## config.mk

```make
export PLATFORM = sky130hd
export DESIGN_NAME = mini_mips_instr_sequencer
export DESIGN_NICKNAME = d
export VERILOG_FILES = /design/src/rtl/mini_mips_instr_sequencer.sv
export SDC_FILE = /design/constraint.sdc
export NUM_CORES = 1
export LEC_CHECK = 0
export BUFFER_PORTS_ARGS = -buffer_cell sky130_fd_sc_hd__buf_2
export CAP_MARGIN = 20
export CORE_MARGIN = 3
export CORE_UTILIZATION = 30
export CTS_CLUSTER_DIAMETER = 40
export CTS_CLUSTER_SIZE = 12
export DETAILED_ROUTE_END_ITERATION = 8
export GPL_TIMING_DRIVEN = 0
export PLACE_DENSITY_LB_ADDON = 0.12
export REMOVE_ABC_BUFFERS = 1
export SKIP_LAST_GASP = 1
export SYNTH_ARGS = -nofsm -noshare
export SYNTH_HDL_FRONTEND = slang
export SYNTH_SLANG_ARGS = --single-unit
```

## constraint.sdc

```tcl
create_clock -name clk -period 5.1 [get_ports clk]
set_clock_uncertainty 0.15 [all_clocks]
set_input_delay 0.255 -clock clk [delete_from_list [all_inputs] [get_ports clk]]
set_output_delay 0.255 -clock clk [all_outputs]
set_load 0.02 [all_outputs]
```

## src/rtl/mini_mips_instr_sequencer.sv

```systemverilog
// mini_mips_instr_sequencer
// Programmable instruction sequencer for the MiniMIPS core. A host loads a
// table of instructions with expected results; a run then issues the table
// either back-to-back or one entry per step pulse. The core result is
// sampled a fixed number of edges after each issue, compared with the
// stored expectation and tallied into pass/fail statistics.
module mini_mips_instr_sequencer #(
   parameter int                 INSTR_W   = 16,
   parameter int                 DATA_W    = 32,
   parameter int                 DEPTH     = 16,
   parameter int                 ADDR_W    = $clog2(DEPTH),
   parameter int                 RES_LAT   = 1,
   parameter logic [INSTR_W-1:0] NOP_INSTR = {INSTR_W{1'b0}}
) (
   input  logic               clk,
   input  logic               rst_n,
   input  logic               prog_we_i,
   input  logic [ADDR_W-1:0]  prog_addr_i,
   input  logic [INSTR_W-1:0] prog_instr_i,
   input  logic [DATA_W-1:0]  prog_expect_i,
   input  logic               prog_check_i,
   input  logic [ADDR_W-1:0]  prog_last_i,
   input  logic               start_i,
   input  logic               step_mode_i,
   input  logic               step_i,
   input  logic               abort_i,
   input  logic [DATA_W-1:0]  result_i,
   output logic [INSTR_W-1:0] instruction_o,
   output logic               instr_valid_o,
   output logic               busy_o,
   output logic               done_o,
   output logic [ADDR_W:0]    pass_cnt_o,
   output logic [ADDR_W:0]    fail_cnt_o,
   output logic [ADDR_W-1:0]  first_fail_addr_o,
   output logic               first_fail_vld_o
);

   localparam logic [ADDR_W:0]   CNT_ONE = (ADDR_W + 1)'(1);
   localparam logic [ADDR_W-1:0] PC_ONE  = ADDR_W'(1);

   typedef enum logic [2:0] {
      StIdle,
      StIssue,
      StStepWait,
      StDrain,
      StDone
   } state_t;

   state_t state_q, state_d;

   // program table; deliberately left without reset
   logic [INSTR_W-1:0] instrMem  [DEPTH];
   logic [DATA_W-1:0]  expectMem [DEPTH];
   logic [DEPTH-1:0]   checkMem;

   // run control
   logic [ADDR_W-1:0]  pc_q, pc_d;
   logic [ADDR_W-1:0]  last_q, last_d;
   logic               stepMode_q, stepMode_d;
   logic [INSTR_W-1:0] instr_q, instr_d;
   logic               instrValid_q, instrValid_d;

   // statistics
   logic [ADDR_W:0]    passCnt_q, passCnt_d;
   logic [ADDR_W:0]    failCnt_q, failCnt_d;
   logic [ADDR_W-1:0]  firstFailAddr_q, firstFailAddr_d;
   logic               firstFailVld_q, firstFailVld_d;

   // tag pipe: one slot per edge of result latency, oldest slot at RES_LAT-1
   logic [RES_LAT-1:0] tagValid_q, tagValid_d;
   logic [RES_LAT-1:0] tagCheck_q, tagCheck_d;
   logic [ADDR_W-1:0]  tagAddr_q [RES_LAT];
   logic [ADDR_W-1:0]  tagAddr_d [RES_LAT];

   // issue request from the FSM, consumed by the tag pipe and output regs
   logic               issue;
   logic [ADDR_W-1:0]  issueAddr;
   logic               flush;

   logic [ADDR_W-1:0]  pcInc;
   logic               resultDue;
   logic               resultMatch;
   logic               pipeEmpty;
   logic               progAllowed;

   assign pcInc       = pc_q + PC_ONE;
   assign resultDue   = tagValid_q[RES_LAT-1] & tagCheck_q[RES_LAT-1];
   assign resultMatch = (result_i == expectMem[tagAddr_q[RES_LAT-1]]);
   assign pipeEmpty   = (tagValid_q == '0);
   assign progAllowed = (state_q == StIdle) || (state_q == StDone);

   // table writes are only accepted while no run is in progress
   always_ff @(posedge clk) begin
      if (prog_we_i && progAllowed) begin
         instrMem[prog_addr_i]  <= prog_instr_i;
         expectMem[prog_addr_i] <= prog_expect_i;
         checkMem[prog_addr_i]  <= prog_check_i;
      end
   end

   // state register
   always_ff @(posedge clk or negedge rst_n) begin
      if (!rst_n) begin
         state_q <= StIdle;
      end else begin
         state_q <= state_d;
      end
   end

   // next state, issue decision and statistics update
   always_comb begin
      state_d         = state_q;
      pc_d            = pc_q;
      last_d          = last_q;
      stepMode_d      = stepMode_q;
      instr_d         = NOP_INSTR;
      instrValid_d    = 1'b0;
      passCnt_d       = passCnt_q;
      failCnt_d       = failCnt_q;
      firstFailAddr_d = firstFailAddr_q;
      firstFailVld_d  = firstFailVld_q;
      issue           = 1'b0;
      issueAddr       = '0;
      flush           = 1'b0;

      if (resultDue) begin
         if (resultMatch) begin
            passCnt_d = passCnt_q + CNT_ONE;
         end else begin
            failCnt_d = failCnt_q + CNT_ONE;
            if (!firstFailVld_q) begin
               firstFailAddr_d = tagAddr_q[RES_LAT-1];
               firstFailVld_d  = 1'b1;
            end
         end
      end

      unique case (state_q)
         StIdle, StDone: begin
            if (start_i) begin
               last_d          = prog_last_i;
               stepMode_d      = step_mode_i;
               passCnt_d       = '0;
               failCnt_d       = '0;
               firstFailAddr_d = '0;
               firstFailVld_d  = 1'b0;
               issue           = 1'b1;
               issueAddr       = '0;
               state_d         = step_mode_i ? StStepWait : StIssue;
            end
         end
         StIssue: begin
            if (pc_q == last_q) begin
               state_d = StDrain;
            end else begin
               issue     = 1'b1;
               issueAddr = pcInc;
               if (stepMode_q) begin
                  state_d = StStepWait;
               end
            end
         end
         StStepWait: begin
            if (pc_q == last_q) begin
               state_d = StDrain;
            end else if (step_i) begin
               issue     = 1'b1;
               issueAddr = pcInc;
               if (pcInc == last_q) begin
                  state_d = StDrain;
               end
            end
         end
         StDrain: begin
            if (pipeEmpty) begin
               state_d = StDone;
            end
         end
         default: begin
            state_d = StIdle;
         end
      endcase

      if (issue) begin
         pc_d         = issueAddr;
         instr_d      = instrMem[issueAddr];
         instrValid_d = 1'b1;
      end

      if (abort_i) begin
         state_d         = StIdle;
         instr_d         = NOP_INSTR;
         instrValid_d    = 1'b0;
         issue           = 1'b0;
         flush           = 1'b1;
         pc_d            = pc_q;
         last_d          = last_q;
         stepMode_d      = stepMode_q;
         passCnt_d       = passCnt_q;
         failCnt_d       = failCnt_q;
         firstFailAddr_d = firstFailAddr_q;
         firstFailVld_d  = firstFailVld_q;
      end
   end

   // tag pipe shift: new issue enters slot 0, abort empties every slot
   always_comb begin
      tagValid_d = '0;
      tagCheck_d = '0;
      for (int i = 0; i < RES_LAT; i++) begin
         tagAddr_d[i] = '0;
      end
      if (!flush) begin
         tagValid_d[0] = issue;
         tagCheck_d[0] = checkMem[issueAddr];
         tagAddr_d[0]  = issueAddr;
         for (int i = 1; i < RES_LAT; i++) begin
            tagValid_d[i] = tagValid_q[i-1];
            tagCheck_d[i] = tagCheck_q[i-1];
            tagAddr_d[i]  = tagAddr_q[i-1];
         end
      end
   end

   // run control, output and statistics registers
   always_ff @(posedge clk or negedge rst_n) begin
      if (!rst_n) begin
         pc_q            <= '0;
         last_q          <= '0;
         stepMode_q      <= 1'b0;
         instr_q         <= NOP_INSTR;
         instrValid_q    <= 1'b0;
         passCnt_q       <= '0;
         failCnt_q       <= '0;
         firstFailAddr_q <= '0;
         firstFailVld_q  <= 1'b0;
      end else begin
         pc_q            <= pc_d;
         last_q          <= last_d;
         stepMode_q      <= stepMode_d;
         instr_q         <= instr_d;
         instrValid_q    <= instrValid_d;
         passCnt_q       <= passCnt_d;
         failCnt_q       <= failCnt_d;
         firstFailAddr_q <= firstFailAddr_d;
         firstFailVld_q  <= firstFailVld_d;
      end
   end

   // tag pipe registers
   always_ff @(posedge clk or negedge rst_n) begin
      if (!rst_n) begin
         tagValid_q <= '0;
         tagCheck_q <= '0;
         for (int i = 0; i < RES_LAT; i++) begin
            tagAddr_q[i] <= '0;
         end
      end else begin
         tagValid_q <= tagValid_d;
         tagCheck_q <= tagCheck_d;
         for (int i = 0; i < RES_LAT; i++) begin
            tagAddr_q[i] <= tagAddr_d[i];
         end
      end
   end

   assign instruction_o     = instr_q;
   assign instr_valid_o     = instrValid_q;
   assign busy_o            = (state_q == StIssue) || (state_q == StStepWait) ||
                              (state_q == StDrain);
   assign done_o            = (state_q == StDone);
   assign pass_cnt_o        = passCnt_q;
   assign fail_cnt_o        = failCnt_q;
   assign first_fail_addr_o = firstFailAddr_q;
   assign first_fail_vld_o  = firstFailVld_q;

endmodule

```

---- Word-level counts from Yosys, hierarchy flattened ----
Memory sizes are Yosys's and may differ from the RTL's.
Cells that the tools add are included.
word-level totals
  register bits after elaboration ......... 66
  bits in writable memories ............... 768
  input port bits ......................... 96
  word-level logic and storage cells ...... 98
  memories ................................ 2
memories
  name       words  bits a word  rd ports  clocked after Yosys merged registers in  wr ports  line  RTL
  expectMem  16     32           1         0                                        1         53    logic [DATA_W-1:0] expectMem [DEPTH];
  instrMem   16     16           1         0                                        1         52    logic [INSTR_W-1:0] instrMem [DEPTH];
cells by class
  add/subtract/negate cells ............... 3
  order comparisons ....................... 3
  eq/ne operators ......................... 12
  muxes and demuxes ....................... 52
  bitwise gates (word level) .............. 2
  reductions and logical operators ........ 10
operator list
  kind                   count
  $mux W5                8
  $mux W4                9
  $eq A32 B32 Y1         1
  $mux W16               2
  $mux W3                8
  $mux W1                18
  $bwmux W16             1
  $ne A4 B4 Y1 const B   3
  $pmux W3 S4            1
  $add A5 B1 Y5 const B  2
  $lt A4 B5 Y1 const B   2
  $eq A4 B4 Y1           2
  $pmux W4 S2            1
  $eq A3 B2 Y1 const B   2
  $ne A3 B3 Y1 const B   2
  $reduce_and A5 Y1      1
  $add A4 B1 Y4 const B  1
  $bmux W1 S4            1
  $demux W1 S4           1
  $ge A4 B1 Y1 const B   1
  $eq A3 B1 Y1 const B   1
  $eq A3 B3 Y1 const B   1
  $logic_not A3 Y1       1
  $logic_or A1 B1 Y1     3
  8 further kinds        9

---- Depth between registers and ports, before layout ----
Gate-level depths: netlist (run 1).
  depth after elaboration ................. 7
  depth in mapped cells ................... 14
  depth with buffers taken out ............ 9

---- Least setup slack after synthesis (run 1) ----
No wires, ideal clock.
  kind .................................... register to register
  from .................................... register state_q[0]
  to ...................................... register checkMem[0], enable pin
  data arrival time ....................... 4.567 ns
  slack ................................... -0.134 ns
  stages on the path, launching flop included .. 6
  buffers on the path ..................... 1
  period minus slack after synthesis ...... 5.234 ns
  cell sequence ........................... dfrtp_1 -> clkbuf_1 -> nor2_1 -> nand2_1 -> or3_1 -> nor3_1
between the ends
  word-level cells in the longest chain between the ends .. 3
RTL lines
  element                                                  line  RTL
  start: declaration                                       49    state_t state_q, state_d;
  start signal: assignment                                 104   state_q <= StIdle;
  start signal: assignment                                 106   state_q <= state_d;
  $eq A3 B3 Y1 / $logic_not A3 Y1 (equally long branches)  90    assign progAllowed = (state_q == StIdle) || (state_q == StDone);
  $logic_or A1 B1 Y1 *                                     90
  $logic_and A1 B1 Y1 *                                    94    if (prog_we_i && progAllowed) begin
  end signal: indexed assignment                           97    checkMem[prog_addr_i] <= prog_check_i;
  end: declaration                                         54    logic [DEPTH-1:0] checkMem;
Every way passes the cells marked *; elsewhere a longest branch is shown, timed or not.
A chain may end at the register's enable or synchronous reset.

---- Final worst setup path (run 1) ----
  from .................................... register tagAddr_q[0] (netlist name)
  to ...................................... register passCnt_q[4] (netlist: pass_cnt_o[4])
between the ends
  word-level cells in the longest chain between the ends .. 6
RTL lines
  element                           line  RTL
  start: declaration                72    logic [ADDR_W-1:0] tagAddr_q [RES_LAT];
  start signal: indexed assignment  262   tagAddr_q[i] <= tagAddr_d[i];
  $mem_v2 Z16 W32 *                 n/a
  $eq A32 B32 Y1 *                  88    assign resultMatch = (result_i == expectMem[tagAddr_q[RES_LAT-1]]);
  $mux W5 *                         127   if (resultMatch) begin
  $mux W5 *                         126   if (resultDue) begin
  $mux W5                           140   if (start_i) begin
  $mux W5 *                         138   unique case (state_q)
  end signal: assignment            243   passCnt_q <= passCnt_d;
  end: declaration                  64    logic [ADDR_W:0] passCnt_q, passCnt_d;
Marked as above.

==> results.yml, run 1 <==
logic_synthesis:
  yosys.area.top_type: "edfxtp_1"
  ys_types: 65
  ys_ff_latch: 833
  ys_warn_count: 0
  syn_inst: 1653
  synthArstFlopShare_pct: 5.88
  synth_most_common_cell: "edfxtp_1"
  yosys-top-cells-count: "edfxtp_1 (784), mux2i_1 (148), mux4_2 (131), xnor2_1 (59), dfrtp_1 (49)"
  avgSynthCellArea_sq_um: 19.9
  synthFlopType: "edfxtp_1"
  yosys-top-cells-area: "edfxtp_1 (72%), mux4_2 (9.0%), mux2i_1 (4.5%)"
  synthesis.area_sq_um: 32800
  ys_seq_area_share_pct: 75.4
  synth_top_area_share_pct: 71.7
  synth_edf_count: 784
clock_tree:
  worst_skew_pair.late_latency_ns: 0.72
  cts-root-buf: "clkbuf_16"
  cts_inserted_buffers: 130
  clk_pin_slew_ns: 0.05
  htreeDepth: 4
  cts_tree: "yes"
  clock_sinks: 833
  cts_buffer_depth: 3
sta:
  setup_ws_ns: 0.291
  finalMaxSlewViolations: 0
  max_freq_ghz: 0.208
  tns_ns: 0
  relSlewSlack_pct: 27.7
  timing.final.crit_share_pct: 94.3
  rsz0062_at_grt: "no"
  final-hold-violation-count: 0
  setup_violations: 0
  worst_slew_pin_slew_ns: 1.08
  period_minus_slack_ns: 4.81
finish:
  nFillCells: 9735
  final_nets: 2066
  syn_to_final_growth_pct: 26.2
  drive_gt1_share_pct: 28.9
  final_area_sq_um: 41400
floorplan:
  die_w_microns: 337
  coreArea_sq_um: 108000
  die_area_sq_um: 113000
  start_util_pct: 30.5
  pin_count: 130
  die_h_microns: 337
  num_rows: 120
placed_design:
  portBuffers: 129
  dp_hpwl_microns: 56600
  place_area_sq_um: 36300
  post-place-ws_ns: -0.542
  gp_congestion: 0.703
detailed_routing:
  num_vias: 17100
  drt_iter0_markers: 1061
  drtPass1Iterations: 5
  drtAntennaViolNets: 0
  drc: 0
  via_per_inst: 4.90
  routed_wirelength_microns: 87000
  avgRoutedWirePerCell_microns: 25.0
grt:
  grt_overflow_total: 0
  grt_pass1_wl_microns: 126000
  antenna_found_initial: 16
  grt_pass1_vias: 18000
  track_usage_pct: 15.4
  grt_max_degree: 62
flow_run:
  max_cap_viol_count: 0
min_path:
  min_path_type: "in2async"
power_and_ir_drop:
  power_w: 0.0200
  power_density_nw_per_um2: 483
  ir_worst_vdd_mv: 0.272
  p_leak_nw: 13.4
worst_setup_path:
  path_max_fanout: 43
  reg2reg_depth: 11
  critical_path_class: "reg2reg"
  r2r_slack_ns: 0.29
  worstPathRequired_ns: 5.58
  r2r-end: "pass_cnt_o[4]$_DFFE_PN0N_"
  startpoint_type: "flop"
  rr_startpoint: "tagAddr_q[0]$_DFF_PN0_"
  crit_path_end_kind: "flop"
  arrival_ns: 5.29
run_status:
  status: "complete, no violations"
==> cell usage in the layout (no fill, tap or decap), types with 17 or more instances in the layout <==
master	n
edfxtp_1	784
mux2i_1	148
mux4_2	131
clkbuf_16	131
buf_2	128
xnor2_1	59
dlygate4sd3_1	59
dfrtp_1	46
a211oi_1	32
nor2_1	31
nand2_1	26
buf_6	26
buf_12	24
xor2_1	23
a22oi_1	21
nand3_1	20
buf_16	19
clkinv_2	18
o21ai_0	17
nor2b_1	17
==> how the worst max path moves through the flow <==
stage | start | cells after the start | end | slack (ns)
after floorplan | tagAddr_q[0]$_DFF_PN0_ | 8 | fail_cnt_o[2]$_DFFE_PN0N_ | -3.80
after global placement | tagAddr_q[0]$_DFF_PN0_ | 8 | fail_cnt_o[2]$_DFFE_PN0N_ | -8.08
after detailed placement | tagAddr_q[0]$_DFF_PN0_ | 10 | fail_cnt_o[2]$_DFFE_PN0N_ | -0.54
after CTS | tagAddr_q[0]$_DFF_PN0_ | 11 | pass_cnt_o[4]$_DFFE_PN0N_ | 0.02
after global routing | tagAddr_q[0]$_DFF_PN0_ | 11 | pass_cnt_o[4]$_DFFE_PN0N_ | 0.09
final | tagAddr_q[0]$_DFF_PN0_ | 11 | pass_cnt_o[4]$_DFFE_PN0N_ | 0.29
==> report_power, final <==
group	total, W	internal (W)	switching [W]
clock network	0.00887	0.00556	0.00330
logic	0.00321	0.00142	0.00179
registers	0.00793	0.00774	0.000192
==> state kept, by name, summed over array words and instances, names as in the netlist, 3 cells and up <==
signal,flops
checkMem,16
expectMem,512
fail_cnt_o,5
first_fail_addr_o,4
instrMem,256
instruction_o,16
last_q,4
pass_cnt_o,5
pc_q,4
state_q,3
tagAddr_q,4
==> critical path, stage by stage, from the launching register on <==
cell,delay [ns]
dfrtp_4,0.64
buf_16,0.31
buf_16,0.31
mux4_2,0.57
xnor2_1,0.35
nand4_1,0.18
nor3_1,0.28
a41oi_1,0.22
o41ai_4,0.47
nand4_1,0.40
or4_1,0.57
a21oi_1,0.16
==> repair_timing <==
| action | in CTS | in global routing |
|---|---|---|
| resized for setup | 2 | 3 |
| hold buffers | 59 | 0 |
| gates cloned | 1 | 0 |
| endpoints found under the hold margin | 874 | 0 |
| buffers inserted | 1 | 1 |
| setup endpoints to repair | 14 | 3 |
==> layout make-up <==
cell class / count / area (sq um) / area share (%)
flip-flops and latches: 833 / 24800 / 59.8
multi-input cells: 729 / 7780 / 18.8
clock buffers: 141 / 3320 / 8.00
repair buffers: 264 / 2630 / 6.35
well taps: 1403 / 1760 / 4.24
clock inverters: 100 / 1140 / 2.76
inverters: 9 / 33.8 / 0.0815
diodes: 3 / 7.51 / 0.0181
==> stage by stage <==
stage | utilization (%) | instances | hold WS, ns
after detailed placement | 33.7 | 3176 | 0.261
after global routing | 38.4 | 3479 | 0.0608
after CTS | 38.4 | 3478 | 0.0159
after global placement | 32.3 | 3102 | 0.346
final | 38.4 | 3482 | 0.0236
after floorplan | - | 1570 | -0.191
==> layer usage <==
layer	wire (microns)	share of wire (%)	GRT usage, %
met5	72	0.083	0
met4	1700	1.9	4.70
met3	4420	5.1	3.30
met2	43100	50	25.7
met1	37700	43	20.3
==> cell families after synthesis <==
logic type / Yosys count / synth area share, %
muxes: 292 / 13.9
and+or+nand+nor: 166 / 2.52
xor gates and xnor gates: 82 / 2.19
adders and majority gates: 4 / 0.145
buffers and inverters: 92 / 1.52
AOI/OAI and AO/OA: 184 / 4.28
DFF: 833 / 75.4
Power figures use the tool's default switching activity.
==> run 2: changes to the inputs <==
- ABC_AREA: not set -> 1
- SLEW_MARGIN: not set -> 20
==> run 2 against run 1 <==
Effect of this change:
- worst hold slack improved by 0.089 ns
- combinational power is 45% higher
- sequential share of layout area down 4.1 points
- synthesized area increased by 7.5%
- global-route usage increased by 1.6 points
- first-iteration DRC count increased by 54%
- die area increased by 7.4%
- critical endpoint is now first_fail_addr_o[3]$_DFFE_PN0N_
- largest cell class unchanged
==> results.yml, run 2 <==
grt:
  met2_usage_pct: 27.0
  grt.busiest_layer: "met2"
  grt_use_met1_pct: 23.7
  grt_pass1_wl_microns: 154000
  grt_pass1_vias: 22900
  grt_max_degree: 113
  grt_overflow_total: 0
  antenna_found_initial: 19
  track_usage_pct: 17.1
  use_met3_pct: 2.96
logic_synthesis:
  synthArstFlopShare_pct: 5.88
  syn_inst: 3283
  avgSynthCellArea_sq_um: 10.8
  ys_seq_area_share_pct: 70.2
  yosys-top-cells-area: "edfxtp_1 (67%), nand2_1 (11%), nand3_1 (7.1%)"
  synthFlopType: "edfxtp_1"
  synth_most_common_cell: "nand2_1"
  synthesis.area_sq_um: 35300
  synth_top_area_share_pct: 66.7
  yosys.area.top_type: "edfxtp_1"
  yosys-top-cells-count: "nand2_1 (1074), edfxtp_1 (784), nand3_1 (500), inv_1 (325), nor2_1 (156)"
  synth_edf_count: 784
  ys_types: 35
  ys_ff_latch: 833
  ys_warn_count: 0
power_and_ir_drop:
  p_leak_nw: 17.6
  power_density_nw_per_um2: 492
  ir_worst_vdd_mv: 0.322
clock_tree:
  cts-root-buf: "clkbuf_16"
  worst_skew_pair.late_latency_ns: 0.72
  cts_tree: "yes"
  htreeDepth: 4
  cts_buffer_depth: 3
  cts_resized: 0
  post_cts_buffers: 0
  cts_inserted_buffers: 138
  clk_pin_slew_ns: 0.05
  clock_sinks: 833
  cts_hold_buf: 64
floorplan:
  start_util_pct: 30.3
  coreArea_sq_um: 117000
  num_rows: 125
  pin_count: 130
  die_w_microns: 349
  die_h_microns: 349
  die_area_sq_um: 122000
min_path:
  hold-path-endpoint: "instrMem[7][4]$_DFFE_PP_"
  hold_depth: 3
  hold_path_startpoint: "prog_addr_i[2]"
  min_path_type: "in2reg"
placed_design:
  portBuffers: 129
  gp_congestion: 0.715
  dp_hpwl_microns: 61800
  post-place-ws_ns: 0.527
sta:
  rsz0062_at_grt: "no"
  max_freq_ghz: 0.222
  finalMaxSlewViolations: 0
  worst_slew_pin_slew_ns: 0.978
  timing.final.crit_share_pct: 88.2
  period_minus_slack_ns: 4.50
  setup_violations: 0
  fin_hold_ws_ns: 0.113
  final-hold-violation-count: 0
  relSlewSlack_pct: 34.7
  setup_ws_ns: 0.604
finish:
  drive_gt1_share_pct: 12.6
  final_nets: 3630
  layout_commonest_cell: "nand2_1"
  final_util_pct: 38.2
  final_cell_mix: "nand2_1 (1073), edfxtp_1 (784), nand3_1 (500)"
  largest_reg_flops: 512
  regMostFlops: "expectMem"
  syn_to_final_growth_pct: 26.1
  largest_registers: "expectMem x512, instrMem x256"
worst_setup_path:
  path_max_fanout: 98
  r2r_slack_ns: 0.60
  crit_path_end_kind: "flop"
  reg2reg_depth: 20
  path_common_cell: "nand2_1"
  startpoint_type: "flop"
  crit_path_max_incr_delay_ns: 0.67
  critical_path_class: "reg2reg"
  critical_path_buf_inv_count: 4
  arrival_ns: 4.93
  rr_startpoint: "tagAddr_q[0]$_DFF_PN0_"
  r2r-end: "first_fail_addr_o[3]$_DFFE_PN0N_"
  cpMaxStageDelayCell: "dfrtp_4"
  cp_top_family: "simple AND/OR/NAND/NOR gates"
  worstPathRequired_ns: 5.54
  path_cells: "buf_12 -> buf_16 -> inv_8 -> buf_16 -> nand2_1 -> nand3_1 -> nand3_1 -> nand3_1 -> nand2_1 -> nand2_1 -> nand2_1 -> nand2_1 -> nor2_1 -> nand2_1 -> nor2_2 -> nand2_2 -> nand2_1 -> nand2_1 -> nand3_1 -> nand2_1"
flow_run:
  max_cap_viol_count: 0
detailed_routing:
  drtAntennaViolNets: 0
  drt_iter0_markers: 1639
  drc: 0
  via_per_inst: 4.56
  routed_wirelength_microns: 104000
  num_vias: 23600
  drtPass1Iterations: 5
  avgRoutedWirePerCell_microns: 20.0
run_status:
  status: "complete, no violations"
-- run 2: cells by family after synthesis --
group / Yosys count / synth area share [%]
fa+ha+maj: 3 / 0.106
flops: 833 / 70.2
compound gates: 189 / 3.15
xor+xnor: 8 / 0.198
simple gates: 1758 / 20.7
buf+inv: 492 / 5.73
-- run 2: layout make-up --
type / instances / area (sq um)
Fill cell: 11200 / 72000
Sequential cell: 833 / 24800
Multi-Input combinational cell: 1958 / 8660
Clock buffer: 173 / 3800
Timing Repair Buffer: 270 / 3190
Tap cell: 1524 / 1910
Inverter: 330 / 1270
Clock inverter: 82 / 868
Antenna cell: 12 / 30.0
-- run 2: where the power goes --
group	total, W	switching, W	internal [W]
Clock	0.00928	0.00324	0.00603
Combinational	0.00464	0.00316	0.00149
Sequential	0.00796	0.000198	0.00776
-- run 2: per-layer routing --
layer  wire (microns)  vias up
met5               27        -
met1            49000    11300
met3             4580      182
met4             2670        4
met2            47600      447
li1                 -    11700
-- run 2: worst min-delay path, cell delays in order --
cell and delay [ns]:
buf_2 0.12, nand2_1 0.28, nor2_4 0.12
-- run 2: worst max-delay path by stage --
| stage | endpoint | cells past startpoint | start | slack, ns |
|---|---|---|---|---|
| finish | first_fail_addr_o[3]$_DFFE_PN0N_ | 20 | tagAddr_q[0]$_DFF_PN0_ | 0.60 |
| global route | first_fail_addr_o[3]$_DFFE_PN0N_ | 21 | tagAddr_q[0]$_DFF_PN0_ | 0.24 |
| floorplan | fail_cnt_o[1]$_DFFE_PN0N_ | 16 | tagAddr_q[0]$_DFF_PN0_ | -5.18 |
| detailed placement | first_fail_addr_o[3]$_DFFE_PN0N_ | 21 | tagAddr_q[0]$_DFF_PN0_ | 0.53 |
| CTS | first_fail_addr_o[3]$_DFFE_PN0N_ | 21 | tagAddr_q[0]$_DFF_PN0_ | 0.51 |
| global placement | fail_cnt_o[1]$_DFFE_PN0N_ | 17 | tagAddr_q[0]$_DFF_PN0_ | -18.04 |
-- run 2: metrics by stage --
step	area [sq um]	TNS (ns)	instances	power, W
4_1_cts	44500	0	5170	0.0222
3_3_place_gp	37100	-2633.95	4774	0.0124
3_5_place_dp	39200	0	4851	0.0128
5_1_grt	44500	0	5171	0.0231
2_1_floorplan	34500	-159.39	3121	0.0111
6_report	44500	0	5182	0.0219
==> run 3: changes to the inputs <==
- GPL_TIMING_DRIVEN: 0 -> 1
- clock period: 5.1 -> 4.7 ns (I/O delays scaled with it)
==> run 3 against run 2 <==
Effect of this change:
- final cell count down 0.25%
- global-route usage increased by 0.34 points
- critical path depth did not move
- first-iteration DRC count is 5.5% higher
- worst hold slack worse by 0.065 ns
- register-to-register slack worse by 0.03 ns
- sequential cell count stayed put
- combinational power rose by 6.7%
- utilization shrank 0.97 points
- critical path type unchanged
- largest cell class unchanged
==> results.yml, run 3 (synthesis results as in run 2) <==
clock_tree:
  clk_pin_slew_ns: 0.06
  cts_hold_buf: 62
  post_cts_buffers: 0
  cts-root-buf: "clkbuf_16"
  htreeDepth: 4
  cts_inserted_buffers: 139
  cts_tree: "yes"
  cts_resized: 0
  cts_buffer_depth: 3
  worst_skew_pair.late_latency_ns: 0.73
  clock_sinks: 833
run_status:
  status: "complete, no violations"
grt:
  antenna_found_initial: 11
  grt_overflow_total: 0
  grt_max_degree: 121
  track_usage_pct: 17.4
  grt_pass1_vias: 23300
  grt_pass1_wl_microns: 157000
floorplan:
  die_area_sq_um: 122000
  coreArea_sq_um: 117000
  start_util_pct: 30.3
  die_h_microns: 349
  die_w_microns: 349
  pin_count: 130
  num_rows: 125
finish:
  drive_gt1_share_pct: 12.7
  multi_input_area_sq_um: 8650
  final_nets: 3623
  final_util_pct: 37.2
  syn_to_final_growth_pct: 22.9
  regMostFlops: "expectMem"
  largest_reg_flops: 512
  largest_registers: "expectMem x512, instrMem x256"
  nFillCells: 11400
  final_cell_mix: "nand2_1 (1074), edfxtp_1 (784), nand3_1 (500)"
  register_area_sq_um: 24800
  layout_commonest_cell: "nand2_1"
sta:
  period_minus_slack_ns: 4.12
  relSlewSlack_pct: 37.5
  final-hold-violation-count: 0
  worst_slew_pin_slew_ns: 0.938
  rsz0062_at_grt: "no"
  setup_ws_ns: 0.575
  max_freq_ghz: 0.242
  timing.final.crit_share_pct: 87.8
  setup_violations: 0
  finalMaxSlewViolations: 0
min_path:
  min_path_type: "in2async"
power_and_ir_drop:
  internal_power_w: 0.0164
  pwr-share-comb_pct: 20.8
  power_density_nw_per_um2: 548
  pwr-share-clk_pct: 43.1
  p_leak_nw: 17.2
  ir_worst_vdd_mv: 0.421
  power_frac_seq_pct: 36.1
  switching_share_pct: 31.1
  p_sw_w: 0.00740
worst_setup_path:
  rr_startpoint: "tagAddr_q[0]$_DFF_PN0_"
  worstPathRequired_ns: 5.17
  startpoint_type: "flop"
  r2r-end: "fail_cnt_o[1]$_DFFE_PN0N_"
  critical_path_class: "reg2reg"
  worstSetupEndpoint: "fail_cnt_o[1]$_DFFE_PN0N_"
  crit_path_end_kind: "flop"
  reg2reg_depth: 20
  arrival_ns: 4.59
  r2r_slack_ns: 0.58
  startpoint: "tagAddr_q[0]$_DFF_PN0_"
  path_max_fanout: 58
flow_run:
  max_cap_viol_count: 0
placed_design:
  dp_hpwl_microns: 56500
  gp_congestion: 0.730
  portBuffers: 129
  post-place-ws_ns: 0.573
detailed_routing:
  via_per_inst: 4.62
  num_vias: 23900
  drtAntennaViolNets: 0
  avgRoutedWirePerCell_microns: 20.5
  drt_iter0_markers: 1729
  routed_wirelength_microns: 106000
  drtPass1Iterations: 5
  drc: 0
-- run 3: per-stage QoR --
stage	hold WS (ns)	area [sq um]	TNS [ns]	power, W	cells
2_1_floorplan	-0.211	34500	-172.99	0.0120	3121
3_3_place_gp	0.305	38000	0	0.0137	4845
3_5_place_dp	0.310	38000	0	0.0137	4845
4_1_cts	0.0446	43400	0	0.0241	5166
5_1_grt	0.0957	43400	0	0.0251	5167
6_report	0.0484	43400	0	0.0238	5169
-- run 3: critical path, cell delays in order, from the launching register on --
cell and delay [ns]:
dfrtp_4 0.69, inv_6 0.48, buf_4 0.28, buf_4 0.15, nand2_1 0.05, nand2_1 0.05, nand2_1 0.05, nand3_1 0.09
nand3_1 0.13, nand2_1 0.12, nand2_1 0.05, nand2_1 0.05, nand2_1 0.09, nor2_1 0.24, nand2_1 0.10, nor2_2 0.43
nand2_2 0.31, nand2_1 0.23, nand2_1 0.07, nand3_1 0.07, nand2_1 0.06
-- run 3: how the worst min path moves through the flow --
stage	start	endpoint
floorplan	rst_n	fail_cnt_o[0]$_DFFE_PN0N_
global placement	rst_n	instruction_o[4]$_DFF_PN0_
detailed placement	rst_n	instruction_o[4]$_DFF_PN0_
CTS	result_i[24]	pass_cnt_o[2]$_DFFE_PN0N_
global route	rst_n	instruction_o[13]$_DFF_PN0_
finish	rst_n	first_fail_addr_o[1]$_DFFE_PN0N_
-- run 3: area by class of cell --
class	instances	share of cell area [%]
Clock inverter	101	2.58
Inverter	330	2.89
Timing Repair Buffer	262	4.72
Tap cell	1524	4.40
Multi-Input combinational cell	1958	19.9
Sequential cell	833	57.1
Antenna cell	3	0.0173
Clock buffer	158	8.33
-- run 3: per-layer routing --
metal / global-route usage (%) / up-vias / wire (microns) / share of wire [%]
met5: 0 / - / 35 / 0.033
met4: 4.55 / 6 / 1880 / 1.8
met3: 3.10 / 154 / 4500 / 4.3
met2: 27.6 / 453 / 48600 / 46
li1: - / 11600 / - / -
met1: 24.6 / 11600 / 50700 / 48
-- run 3: power by group through the flow --
stage,Sequential [W],Combinational (W),Clock (W)
finish,0.00858,0.00495,0.0103
global route,0.00861,0.00566,0.0108
CTS,0.00858,0.00505,0.0105
detailed placement,0.00873,0.00500,0
global placement,0.00872,0.00499,0
floorplan,0.00895,0.00305,0
